[src/rtl/controlador_secded_if.sv]
// Request/response bundle between a client and the SECDED decode controller.
interface controlador_secded_if;
    logic       in_valid;
    logic       in_ready;
    logic [7:0] in_palabra;
    logic [3:0] in_p_error;
    logic       out_valid;
    logic       out_ready;
    logic [7:0] corregido;
    logic [3:0] data_out;
    logic [3:0] err_pos;
    logic       err_simple;
    logic       err_doble;

    modport master (
        output in_valid, in_palabra, in_p_error, out_ready,
        input  in_ready, out_valid, corregido, data_out, err_pos, err_simple, err_doble
    );

    modport slave (
        input  in_valid, in_palabra, in_p_error, out_ready,
        output in_ready, out_valid, corregido, data_out, err_pos, err_simple, err_doble
    );
endinterface

[src/rtl/controlador_secded.sv]
// Sequences one Hamming(8,4) SECDED decode per request around an external combinational
// decoder, correcting single errors, flagging double errors and counting both.
module controlador_secded #(
    parameter int SETTLE_CYC = 1,
    parameter int CNT_W      = 8
) (
    input  logic             reloj,
    input  logic             reset,
    controlador_secded_if.slave bus,
    output logic [7:0]       dec_palabra,
    output logic [3:0]       dec_p_error,
    input  logic [7:0]       dec_recibido,
    input  logic             dec_s1,
    input  logic             dec_s2,
    input  logic             dec_s3,
    input  logic             dec_st,
    input  logic             clr_cnt,
    output logic [CNT_W-1:0] cnt_simple,
    output logic [CNT_W-1:0] cnt_doble,
    output logic             busy
);

    typedef enum logic [1:0] {IDLE, DRIVE, SAMPLE, DONE} estado_t;

    localparam logic [CNT_W-1:0] CNT_MAX = {CNT_W{1'b1}};

    estado_t    estado, estado_sig;
    logic [3:0] settle_cnt;
    logic [7:0] corregido_q;
    logic [3:0] err_pos_q;
    logic       err_simple_q;
    logic       err_doble_q;

    logic [2:0] syn;
    logic [2:0] flip_idx;
    logic [7:0] fix_word;
    logic [3:0] fix_pos;
    logic       fix_simple;
    logic       fix_doble;

    always_ff @(posedge reloj) begin
        if (reset) estado <= IDLE;
        else       estado <= estado_sig;
    end

    always_comb begin
        estado_sig = estado;
        case (estado)
            IDLE:   if (bus.in_valid) estado_sig = DRIVE;
            DRIVE:  if (settle_cnt == 4'd0) estado_sig = SAMPLE;
            SAMPLE: estado_sig = DONE;
            DONE:   if (bus.out_ready) estado_sig = IDLE;
            default: estado_sig = IDLE;
        endcase
    end

    always_comb begin
        bus.in_ready   = (estado == IDLE);
        bus.out_valid  = (estado == DONE);
        busy           = (estado != IDLE);
        bus.corregido  = corregido_q;
        bus.data_out   = {corregido_q[6], corregido_q[5], corregido_q[4], corregido_q[2]};
        bus.err_pos    = err_pos_q;
        bus.err_simple = err_simple_q;
        bus.err_doble  = err_doble_q;
    end

    // Syndrome 0 with bad overall parity wraps syn-1 to 7, i.e. the parity bit at position 8.
    always_comb begin
        syn        = {dec_s3, dec_s2, dec_s1};
        flip_idx   = syn - 3'd1;
        fix_word   = dec_recibido;
        fix_pos    = 4'd0;
        fix_simple = 1'b0;
        fix_doble  = 1'b0;
        if (dec_st) begin
            fix_word   = dec_recibido ^ (8'd1 << flip_idx);
            fix_pos    = (syn == 3'd0) ? 4'd8 : {1'b0, syn};
            fix_simple = 1'b1;
        end else if (syn != 3'd0) begin
            fix_doble = 1'b1;
        end
    end

    always_ff @(posedge reloj) begin
        if (reset) begin
            settle_cnt   <= 4'd0;
            dec_palabra  <= 8'd0;
            dec_p_error  <= 4'd0;
            corregido_q  <= 8'd0;
            err_pos_q    <= 4'd0;
            err_simple_q <= 1'b0;
            err_doble_q  <= 1'b0;
        end else begin
            case (estado)
                IDLE: if (bus.in_valid) begin
                    dec_palabra <= bus.in_palabra;
                    dec_p_error <= bus.in_p_error;
                    settle_cnt  <= 4'(SETTLE_CYC);
                end
                DRIVE: if (settle_cnt != 4'd0) settle_cnt <= settle_cnt - 4'd1;
                SAMPLE: begin
                    corregido_q  <= fix_word;
                    err_pos_q    <= fix_pos;
                    err_simple_q <= fix_simple;
                    err_doble_q  <= fix_doble;
                end
                default: ;
            endcase
        end
    end

    // A clear wins over an increment landing in the same cycle.
    always_ff @(posedge reloj) begin
        if (reset || clr_cnt) begin
            cnt_simple <= '0;
            cnt_doble  <= '0;
        end else if (estado == SAMPLE) begin
            if (fix_simple && cnt_simple != CNT_MAX) cnt_simple <= cnt_simple + 1'b1;
            if (fix_doble && cnt_doble != CNT_MAX)   cnt_doble  <= cnt_doble + 1'b1;
        end
    end

endmodule

[src/flat_wrapper.sv]
// flat-port wrapper written by rule: the top's interface ports become plain ports
module controlador_secded_flat 
#(
    parameter int SETTLE_CYC = 1,
    parameter int CNT_W      = 8
)
  (reloj, reset, dec_palabra, dec_p_error, dec_recibido, dec_s1, dec_s2, dec_s3, dec_st, clr_cnt, cnt_simple, cnt_doble, busy, bus_in_valid, bus_in_palabra, bus_in_p_error, bus_out_ready, bus_in_ready, bus_out_valid, bus_corregido, bus_data_out, bus_err_pos, bus_err_simple, bus_err_doble);
  controlador_secded_if bus_i ();
  input  logic reloj;
  input  logic reset;
  output logic [7:0] dec_palabra;
  output logic [3:0] dec_p_error;
  input  logic [7:0] dec_recibido;
  input  logic dec_s1;
  input  logic dec_s2;
  input  logic dec_s3;
  input  logic dec_st;
  input  logic clr_cnt;
  output logic [CNT_W-1:0] cnt_simple;
  output logic [CNT_W-1:0] cnt_doble;
  output logic busy;
  input wire logic [$bits(bus_i.in_valid)-1:0] bus_in_valid;
  input wire logic [$bits(bus_i.in_palabra)-1:0] bus_in_palabra;
  input wire logic [$bits(bus_i.in_p_error)-1:0] bus_in_p_error;
  input wire logic [$bits(bus_i.out_ready)-1:0] bus_out_ready;
  output wire logic [$bits(bus_i.in_ready)-1:0] bus_in_ready;
  output wire logic [$bits(bus_i.out_valid)-1:0] bus_out_valid;
  output wire logic [$bits(bus_i.corregido)-1:0] bus_corregido;
  output wire logic [$bits(bus_i.data_out)-1:0] bus_data_out;
  output wire logic [$bits(bus_i.err_pos)-1:0] bus_err_pos;
  output wire logic [$bits(bus_i.err_simple)-1:0] bus_err_simple;
  output wire logic [$bits(bus_i.err_doble)-1:0] bus_err_doble;
  assign bus_i.in_valid = bus_in_valid;
  assign bus_i.in_palabra = bus_in_palabra;
  assign bus_i.in_p_error = bus_in_p_error;
  assign bus_i.out_ready = bus_out_ready;
  assign bus_in_ready = bus_i.in_ready;
  assign bus_out_valid = bus_i.out_valid;
  assign bus_corregido = bus_i.corregido;
  assign bus_data_out = bus_i.data_out;
  assign bus_err_pos = bus_i.err_pos;
  assign bus_err_simple = bus_i.err_simple;
  assign bus_err_doble = bus_i.err_doble;
  controlador_secded #(.SETTLE_CYC(SETTLE_CYC), .CNT_W(CNT_W)) u_core (.reloj(reloj), .reset(reset), .bus(bus_i), .dec_palabra(dec_palabra), .dec_p_error(dec_p_error), .dec_recibido(dec_recibido), .dec_s1(dec_s1), .dec_s2(dec_s2), .dec_s3(dec_s3), .dec_st(dec_st), .clr_cnt(clr_cnt), .cnt_simple(cnt_simple), .cnt_doble(cnt_doble), .busy(busy));
endmodule
[config.mk]
export PLATFORM = sky130hd
export DESIGN_NAME = controlador_secded_flat
export DESIGN_NICKNAME = d
export VERILOG_FILES = /design/src/rtl/controlador_secded_if.sv /design/src/rtl/controlador_secded.sv /design/src/flat_wrapper.sv
export SDC_FILE = /design/constraint.sdc
export NUM_CORES = 1
export LEC_CHECK = 0
export ABC_CLOCK_PERIOD_IN_PS = 5000
export BUFFER_PORTS_ARGS = -buffer_cell sky130_fd_sc_hd__buf_4
export CORE_MARGIN = 2
export CORE_UTILIZATION = 45
export CTS_BUF_LIST = sky130_fd_sc_hd__clkbuf_4
export CTS_CLUSTER_SIZE = 24
export DETAILED_ROUTE_END_ITERATION = 16
export PLACE_DENSITY_LB_ADDON = 0.12
export RECOVER_POWER = 50
export SETUP_SLACK_MARGIN = 0.4
export SYNTH_ARGS = -nofsm -noshare
export SYNTH_HDL_FRONTEND = slang
export SYNTH_SLANG_ARGS = --single-unit
[constraint.sdc]
create_clock -name reloj -period 5 [get_ports reloj]
set_input_delay 0.25 -clock reloj [delete_from_list [all_inputs] [get_ports reloj]]
set_output_delay 0.25 -clock reloj [all_outputs]
set_load 0.005 [all_outputs]
==> run_results.csv, run 1 <==
group,metric,value,unit
outcome,outcome,"completed",
sta,layout_min_cycle_time,2.35,ns
floorplanning,die_h,75.0,µm
floorplanning,coreArea,4790,µm²
synthesis,yosys.cell_types.count,44,
critical_path,crit_fanout,27,
detailed_routing,vias_per_cell,5.05,
global_route,gr-total-overflow,0,
layout,multi_input_area,1160,µm²
sta,fin_tns_setup,0,ns
synthesis,synth_warnings,0,
layout,fin_nets,371,
clocking,cts_tree,"yes",
sta,worstMarginPinSlew,0.880,ns
detailed_routing,vias,2013,
layout,diodes,0,
detailed_routing,dr.pass1.iters,4,
critical_path,required,5.29,ns
detailed_routing,ant_nets,0,
detailed_routing,drc_errors,0,
critical_path,cpPeakStageDelay,0.75,ns
synthesis,synth_area,2270,µm²
critical_path,cp_slowest_cell,"ha_1",
detailed_routing,wire_per_inst,12.2,µm
placed_design,port_buffers,77,
layout,area_growth,25.1,%
clocking,cts_buffers,5,
sta,setup_violations,0,
synthesis,synth_edf_count,0,
synthesis,seq_area_frac_synth,42.4,%
placed_design,gp_congestion,0.841,
pwr,powerDensity,377,nW/µm²
layout,n_fill_cell,469,
critical_path,crit_family,"simple AND/OR/NAND/NOR gates",
clocking,cts.sinks,48,
synthesis,syn_avg_cell_area,8.42,µm²
clocking,clk_pin_slew,0.13,ns
global_route,grt_first_pass_wirelength,7.99,mm
detailed_routing,drtIter0Drc,98,
floorplanning,initial_core_util,47.3,%
synthesis,synth_top_area_share,42.4,%
layout,fin_util,59.2,%
sta,maxSlewHeadroom,41.3,%
critical_path,crit_type,"register to register",
sta,rsz0062_at_grt,"no",
layout,finalNonFillerCells,399,
synthesis,syn_nets,306,
sta,min_period_over_period,47.0,%
global_route,grt_pass1_vias,1751,
floorplanning,core.rowCount,25,
synthesis,async_flop_share,0,%
clocking,cts_setup_buffers,0,
global_route,antenna_found_initial,0,
pwr,p_leak,0.00115,µW
synthesis,synthTopCellsByArea,"dfxtp_1, nand2_1, a21oi_1, ha_1, nor2_1",
sta,finalClockSkew,0.0126,ns
pwr,power,1070,µW
sta,maxSlewViolCount,0,
min_path,min_path_type,"input pin to register",
synthesis,syn_inst,269,
floorplanning,die-width,75.0,µm
pwr,peakVddDrop,0.135,mV
sta,hold_viol,0,
sta,max_freq,426,MHz
clocking,cts.repair.resized,0,
clocking,clock_path_buffers,2,
layout,seqCellArea,961,µm²
detailed_routing,routed_wl,4.88,mm
layout,drive_gt1_share,24.7,%
clocking,clk_latency,0.35,ns
critical_path,critical_path_buf_inv_count,1,
critical_path,worst_ep_arrival_time,2.64,ns
synthesis,ys.flop_type,"dfxtp_1",
critical_path,start_kind,"register",
floorplanning,io-pin-count,78,
global_route,grt_max_degree,32,
clocking,ctsHtreeMaxLevel,2,
synthesis,ys_ff_latch,48,
global_route,grt_use_total,18.2,%
synthesis,synth_top_area_cell,"dfxtp_1",
floorplanning,dieArea,5620,µm²
placed_design,dpl.hpwl,3.59,mm
clocking,postCtsHoldBufs,0,
critical_path,worstPathCellList,"inv_1 -> ha_1 -> nand2b_4 -> or2_1 -> or4_1 -> a21oi_1",
critical_path,endpoint_kind,"register",
run,maxCapViolCount,0,
placed_design,dp_cells,394,
clocking,cts-root-buf,"clkbuf_4",
## synth_stat cells, drive strengths merged, types with 4 or more instances
cell type   n
buf        11
a21oi      25
xnor2       4
dfxtp      48
nor2       22
ha          8
nor3        7
or3         6
o211ai      5
nand2b      7
o21ai       9
mux2i       4
xor2        7
nand3       9
clkbuf      8
nand2      38
a211oi      8
inv        10
## worst register-to-register path: stages, from the launching register on
cell      delay, ns
dfxtp_1        0.36
inv_1          0.11
ha_1           0.75
nand2b_4       0.08
or2_1          0.34
or4_1          0.52
a21oi_1        0.15
## cell type report
type                    instances  share of cell area (%)
flip-flops and latches         48                    33.9
inverters                      10                    1.32
repair buffers                 77                    19.5
multi-input cells             192                    41.0
clock buffers                   5                    1.32
well taps                      67                    2.96
## per-layer routing
| metal | GRT usage [%] | vias up | wire length (µm) |
|---|---|---|---|
| met5 | 0 | - | 0 |
| li1 | - | 1062 | - |
| met1 | 24.7 | 891 | 2270 |
| met3 | 4.69 | 5 | 290 |
| met4 | 5.16 | 0 | 51 |
| met2 | 28.7 | 55 | 2270 |
## per-stage QoR
stage,hold WS [ns],instance area [µm²],setup slack [ns]
after floorplan,0.386,2270,3.20
after global placement,0.443,2820,2.70
after detailed placement,0.447,2820,2.66
after CTS,0.118,2860,2.64
after global routing,0.116,2830,2.38
final,0.137,2830,2.65
## path summary, 6_finish.rpt
| kind | startpoint | end | slack (ns) | cells after the start |
|---|---|---|---|---|
| worst min register to register | u_core.dec_palabra[2] | u_core.dec_palabra[2] | 0.46 | 2 |
| worst max-delay path | u_core.estado[0] | u_core.cnt_doble[6] | 2.65 | 6 |
| worst min-delay path | bus_in_palabra[7] | u_core.dec_palabra[7] | 0.14 | 3 |
| worst max register to register | u_core.estado[0] | u_core.cnt_doble[6] | 2.65 | 6 |
## sequential cells by signal, summed over array words and instances (netlist names)
signal and cells:
u_core.bus.err_pos 4, u_core.dec_palabra 8, u_core.bus.err_simple 1, u_core.cnt_doble 8, u_core.dec_p_error 4, u_core.settle_cnt 4, u_core.bus.err_doble 1, u_core.bus.corregido 8
u_core.estado 2, u_core.cnt_simple 8
## cell usage in the layout, fill, tap and decap left out, drive strengths merged, types with 8 or more instances in the layout
master  netlist  layout
nor2         22      22
nand2        38      38
o21ai         9       9
a21oi        25      25
buf          11      30
nand3         9       9
inv          10      10
ha            8       8
a211oi        8       8
dfxtp        48      48
clkbuf        8      52
## cells by family after synthesis
logic type	Yosys count	synth area share (%)
DFF	48	42.4
and+or+nand+nor	109	23.9
adders and majority gates	8	4.42
AOI/OAI and AO/OA	59	16.5
buffers and inverters	29	6.30
muxes	5	2.26
xor gates and xnor gates	11	4.25
## power breakdown
part / internal, µW / switching (µW)
clock: 47.3 / 109
sequential: 445 / 38.1
combinational: 203 / 225
No activity file was read; power rests on OpenSTA's default activity.
==> run 2: changes to the inputs <==
- ABC_AREA: not set -> 1
- ABC_CLOCK_PERIOD_IN_PS: 5000 -> 2460
- clock period: 5 -> 2.46 ns (I/O delays scaled with it)
==> run_results.csv, run 2 <==
group,metric,value,unit
synthesis,ys.flop_type,"dfxtp_1",
synthesis,syn_inst,350,
critical_path,endpoint,"u_core.dec_palabra[0]",
pwr,share_seq_of_total_power,40.3,%
sta,setup_violations,0,
clocking,clk_pin_slew,0.13,ns
sta,maxSlewViolCount,0,
layout,final_cell_mix,"nand2_1, nor2_1, clkbuf_4",
placed_design,dpl.hpwl,4.24,mm
layout,fin_nets,461,
critical_path,r2r_end,"u_core.dec_palabra[0]",
placed_design,port_buffers,77,
outcome,outcome,"completed",
critical_path,crit_type,"register to register",
sta,finalClockSkew,0.0119,ns
synthesis,synth_top_area_share,38.9,%
critical_path,cp_slowest_cell,"dfxtp_1",
detailed_routing,dr.pass1.iters,4,
floorplanning,core.rowCount,26,
layout,fin_util,60.6,%
critical_path,critical_path_buf_inv_count,2,
critical_path,required,2.74,ns
critical_path,r2r-start,"u_core.estado[0]",
sta,fin_tns_setup,0,ns
clocking,ctsHtreeMaxLevel,2,
detailed_routing,drc_errors,0,
sta,fin_hold_ws,0.0159,ns
critical_path,endpoint_kind,"register",
detailed_routing,drtIter0Drc,87,
synthesis,syn_avg_cell_area,7.06,µm²
critical_path,reg2regPathDepth,6,
pwr,p_int,1630,µW
synthesis,synth_commonest_cells,"nand2_1, nor2_1, dfxtp_1",
critical_path,worstPathCellList,"inv_1 -> ha_1 -> nand2_1 -> inv_1 -> nor2_1 -> nor2_1",
pwr,switching_power,933,µW
clocking,clk_latency,0.36,ns
global_route,grt_pass1_vias,2148,
critical_path,startpoint,"u_core.estado[0]",
global_route,antenna_found_initial,0,
floorplanning,io-pin-count,78,
detailed_routing,vias,2411,
sta,min_period_over_period,63.3,%
clocking,cts-root-buf,"clkbuf_4",
detailed_routing,drt-met1-wl,2.58,mm
placed_design,dp_cells,485,
clocking,clock_path_buffers,2,
sta,layout_min_cycle_time,1.56,ns
synthesis,synthMostInstantiatedCell,"nand2_1",
detailed_routing,wire_per_inst,11.4,µm
sta,max_freq,642,MHz
detailed_routing,routed_wl,5.64,mm
critical_path,crit_fanout,13,
sta,hold_viol,0,
floorplanning,initial_core_util,47.5,%
pwr,p_leak,0.00146,µW
critical_path,r2r_setup_slack,0.90,ns
synthesis,synth_top_area_cell,"dfxtp_1",
layout,drive_gt1_share,24.5,%
detailed_routing,ant_nets,0,
detailed_routing,route.met2.wl,2.62,mm
critical_path,cpPeakStageDelay,0.40,ns
pwr,p_clk_share,18.3,%
synthesis,ys_ff_latch,48,
floorplanning,coreArea,5200,µm²
pwr,swShare,36.4,%
clocking,cts.repair.resized,0,
synthesis,synth_edf_count,0,
pwr,peakVddDrop,0.416,mV
clocking,cts_tree,"yes",
clocking,postCtsHoldBufs,2,
synthesis,synthTopCellsByArea,"dfxtp_1, nand2_1, nor2_1, inv_1, a21oi_1",
clocking,cts_buffers,5,
global_route,grt_use_total,18.8,%
synthesis,seq_area_frac_synth,38.9,%
synthesis,synth_area,2470,µm²
detailed_routing,vias_per_cell,4.87,
floorplanning,die-width,78.1,µm
global_route,gr-total-overflow,0,
pwr,powerDensity,812,nW/µm²
layout,diodes,0,
clocking,cts_setup_buffers,0,
synthesis,syn_nets,387,
sta,worstMarginPinSlew,0.701,ns
layout,area_growth,27.5,%
critical_path,worst_ep_arrival_time,1.83,ns
critical_path,start_kind,"register",
pwr,p_comb_share,41.3,%
layout,final_common_cell,"nand2_1",
sta,rsz0062_at_grt,"no",
synthesis,synth_warnings,0,
synthesis,async_flop_share,0,%
critical_path,crit_cells,6,
global_route,grt_max_degree,22,
critical_path,crit_family,"simple AND/OR/NAND/NOR gates",
clocking,cts.sinks,48,
sta,maxSlewHeadroom,53.1,%
layout,finalNonFillerCells,495,
floorplanning,die_h,78.1,µm
min_path,min_path_type,"input pin to register",
floorplanning,dieArea,6100,µm²
detailed_routing,top_layer,"met4",
synthesis,yosys.cell_types.count,30,
run,maxCapViolCount,0,
global_route,grt_first_pass_wirelength,9.35,mm
detailed_routing,wl_met3,356,µm
placed_design,gp_congestion,0.860,
run 2: cell count changes after synthesis, moves of 5 or more:
| cell | before | now |
|---|---|---|
| a211oi_1 | 8 | 0 |
| clkbuf_1 | 8 | 2 |
| inv_1 | 10 | 36 |
| nand2_1 | 38 | 77 |
| nand2b_1 | 6 | 0 |
| nand3_1 | 9 | 17 |
| nor2_1 | 22 | 63 |
| nor3_1 | 7 | 1 |
| o211ai_1 | 5 | 0 |
| o21ai_0 | 9 | 23 |
| or3_1 | 5 | 0 |
run 2: logic make-up after synthesis:
logic type	Yosys count	share of synthesized area [%]
and+or+nand+nor	181	33.5
buffers and inverters	53	9.52
AOI/OAI and AO/OA	49	10.2
DFF	48	38.9
xor gates and xnor gates	11	3.90
adders and majority gates	8	4.05
run 2: how the worst min path moves through the flow:
stage / start / endpoint / slack, ns / depth (start not counted)
global route: reset / u_core.bus.err_simple / 0.003 / 2
finish: bus_in_p_error[0] / u_core.dec_p_error[0] / 0.02 / 3
floorplan: dec_s1 / u_core.bus.err_pos[0] / 0.27 / 2
CTS: bus_in_palabra[7] / u_core.dec_palabra[7] / 0.002 / 3
global placement: bus_in_palabra[3] / u_core.dec_palabra[3] / 0.37 / 3
detailed placement: bus_in_palabra[2] / u_core.dec_palabra[2] / 0.39 / 3
run 2: layer usage:
layer / up-vias / GRT usage, %
li1: 1248 / -
met1: 1085 / 23.4
met2: 70 / 31.6
met3: 8 / 4.02
met4: 0 / 7.72
met5: - / 0
run 2: worst reg2reg max path: cells and delay by family (launching register included):
family,cells,cell delay [ns]
AND/OR/NAND/NOR,3,0.48
buffers and inverters,2,0.36
flip-flops,1,0.40
adder cells (fa/ha/maj),1,0.24
run 2: power by group through the flow:
stage / combinational, µW / clock [µW] / sequential [µW]
final: 1060 / 470 / 1030
after global routing: 1200 / 518 / 1050
after CTS: 1080 / 488 / 1040
after detailed placement: 1070 / 0 / 1050
after global placement: 1050 / 0 / 1050
after floorplan: 691 / 0 / 1050
run 2: final cells by class:
type                    count  area (µm²)
fillers                   528        2050
multi-input cells         249        1270
flip-flops and latches     48         961
repair buffers             80         598
inverters                  40         150
well taps                  70        87.6
clock buffers               6        45.0
clock inverters             2        35.0
run 2: through the flow:
stage	power [µW]	setup slack (ns)	cell area, µm²
after floorplan	1740	1.15	2470
after detailed placement	2130	0.887	3060
after global routing	2770	0.694	3150
final	2560	0.903	3150
after global placement	2090	0.942	3060
after CTS	2610	0.890	3160
==> run 3: changes to the inputs <==
- ABC_CLOCK_PERIOD_IN_PS: 2460 -> 1300
- clock period: 2.46 -> 1.3 ns (I/O delays scaled with it)
==> run_results.csv, run 3 (synthesis results as in run 2) <==
group,metric,value,unit
outcome,outcome,"completed",
pwr,power,6660,µW
sta,rsz0062_at_grt,"yes",
detailed_routing,vias_per_cell,4.91,
placed_design,port_buffers,77,
clocking,clock_path_buffers,2,
placed_design,dp_slack,-0.0184,ns
placed_design,dpl.hpwl,4.35,mm
floorplanning,coreArea,5200,µm²
floorplanning,dieArea,6100,µm²
layout,diodes,0,
clocking,clk_latency,0.37,ns
layout,drive_gt1_share,53.3,%
layout,final_cell_mix,"nand2_1, buf_4, buf_6",
critical_path,reg2regPathDepth,7,
critical_path,required,1.58,ns
sta,finalClockSkew,0.0169,ns
detailed_routing,drc_errors,0,
sta,hold_viol,0,
global_route,gr-total-overflow,0,
clocking,cts_tree,"yes",
min_path,min_path_type,"input pin to register",
detailed_routing,wire_per_inst,13.4,µm
sta,maxSlewViolCount,0,
pwr,peakVddDrop,1.17,mV
layout,fin_nets,528,
sta,maxSlewHeadroom,73.5,%
layout,area_growth,77.8,%
detailed_routing,drtIter0Drc,112,
sta,min_period_over_period,99.8,%
detailed_routing,dr.pass1.iters,4,
sta,fin_ws,0.00287,ns
global_route,grt_max_degree,18,
floorplanning,io-pin-count,78,
layout,finalNonFillerCells,562,
min_path,holdPathStages,3,
critical_path,r2r_end,"u_core.cnt_doble[1]",
layout,final_common_cell,"nand2_1",
floorplanning,core.rowCount,26,
run,maxCapViolCount,0,
detailed_routing,vias,2758,
global_route,antenna_found_initial,0,
sta,max_freq,771,MHz
critical_path,endpoint_kind,"register",
detailed_routing,ant_nets,0,
clocking,cts_buffers,5,
critical_path,start_kind,"register",
global_route,grt_first_pass_wirelength,11.9,mm
min_path,hold_end,"u_core.bus.err_pos[2]",
sta,worstMarginPinSlew,0.397,ns
clocking,ctsHtreeMaxLevel,2,
critical_path,crit_type,"register to register",
placed_design,dp_cells,493,
detailed_routing,routed_wl,7.53,mm
clocking,cts.sinks,48,
critical_path,r2r-start,"u_core.estado[0]",
clocking,clk_pin_slew,0.14,ns
pwr,p_leak,0.00196,µW
placed_design,gp_congestion,0.833,
min_path,hold_start,"dec_st",
sta,layout_min_cycle_time,1.30,ns
global_route,grt_pass1_vias,2691,
floorplanning,die-width,78.1,µm
sta,fin_tns_setup,0,ns
floorplanning,initial_core_util,47.5,%
critical_path,worst_ep_arrival_time,1.57,ns
critical_path,crit_fanout,7,
sta,setup_violations,0,
pwr,powerDensity,1520,nW/µm²
global_route,grt_use_total,24.0,%
floorplanning,die_h,78.1,µm
critical_path,r2r_setup_slack,0.003,ns
layout,fin_util,84.4,%
clocking,cts-root-buf,"clkbuf_4",
run 3: cell count changes in the layout (fill, tap and decap cells not counted), sizes merged:
cell         change
buf             +87
nand3            +1
clkinv           +1
clkbuf          -46
bufinv           -1
nand2            +1
inv              +1
dlygate4sd3     +23
run 3: stage by stage:
| stage | cell area [µm²] | hold WS (ns) |
|---|---|---|
| 6_report | 4390 | 0.0483 |
| 5_1_grt | 4390 | 0.0312 |
| 4_1_cts | 4050 | 0.00188 |
| 3_5_place_dp | 3260 | 0.309 |
| 3_3_place_gp | 3260 | 0.300 |
| 2_1_floorplan | 2620 | 0.205 |
run 3: area by class of cell:
class                           count  area (µm²)
Inverter                           40         180
Tap cell                           70        87.6
Timing Repair Buffer              143        1380
Multi-Input combinational cell    251        1630
Sequential cell                    48        1040
Clock buffer                        7        52.6
Clock inverter                      1        5.00
Fill cell                         298         812
Timing Repair inverter              2        22.5
run 3: how the worst max path moves through the flow:
stage,cells past startpoint,from,to
floorplan,7,u_core.estado[0],u_core.bus.err_pos[3]
global placement,7,u_core.estado[0],u_core.cnt_simple[6]
detailed placement,7,u_core.estado[0],u_core.cnt_simple[6]
CTS,7,u_core.estado[0],u_core.cnt_doble[5]
global route,4,u_core.estado[1],busy
finish,7,u_core.estado[0],u_core.cnt_doble[1]
run 3: routing by layer:
metal	vias to the layer above	wire [µm]	global-route usage, %
met1	1279	3180	28.0
li1	1390	-	-
met3	10	355	5.29
met2	79	3880	44.2
met5	-	0	0
met4	0	112	6.49
run 3: power by group:
group | switching (µW) | total, µW | internal, µW
sequential | 316 | 2150 | 1840
combinational | 1840 | 3780 | 1940
clock | 473 | 727 | 254
total | 2630 | 6660 | 4020
run 3: critical path, stage by stage, from the launching register on:
cell and delay, ns:
dfxtp_4 0.38, inv_4 0.08, ha_4 0.18, buf_12 0.12, buf_4 0.11, nand3_4 0.13, o21ai_1 0.15, nor2_1 0.06
run 3: repair_timing:
item                                    in CTS  in global routing
hold buffers                                24                  1
gates cloned                                 4                  0
endpoints found under the setup margin      86                 97
hold endpoints to repair                    27                  1
pin swaps                                   14                 20
gates resized for setup                     98                 82
setup buffers                               21                 11
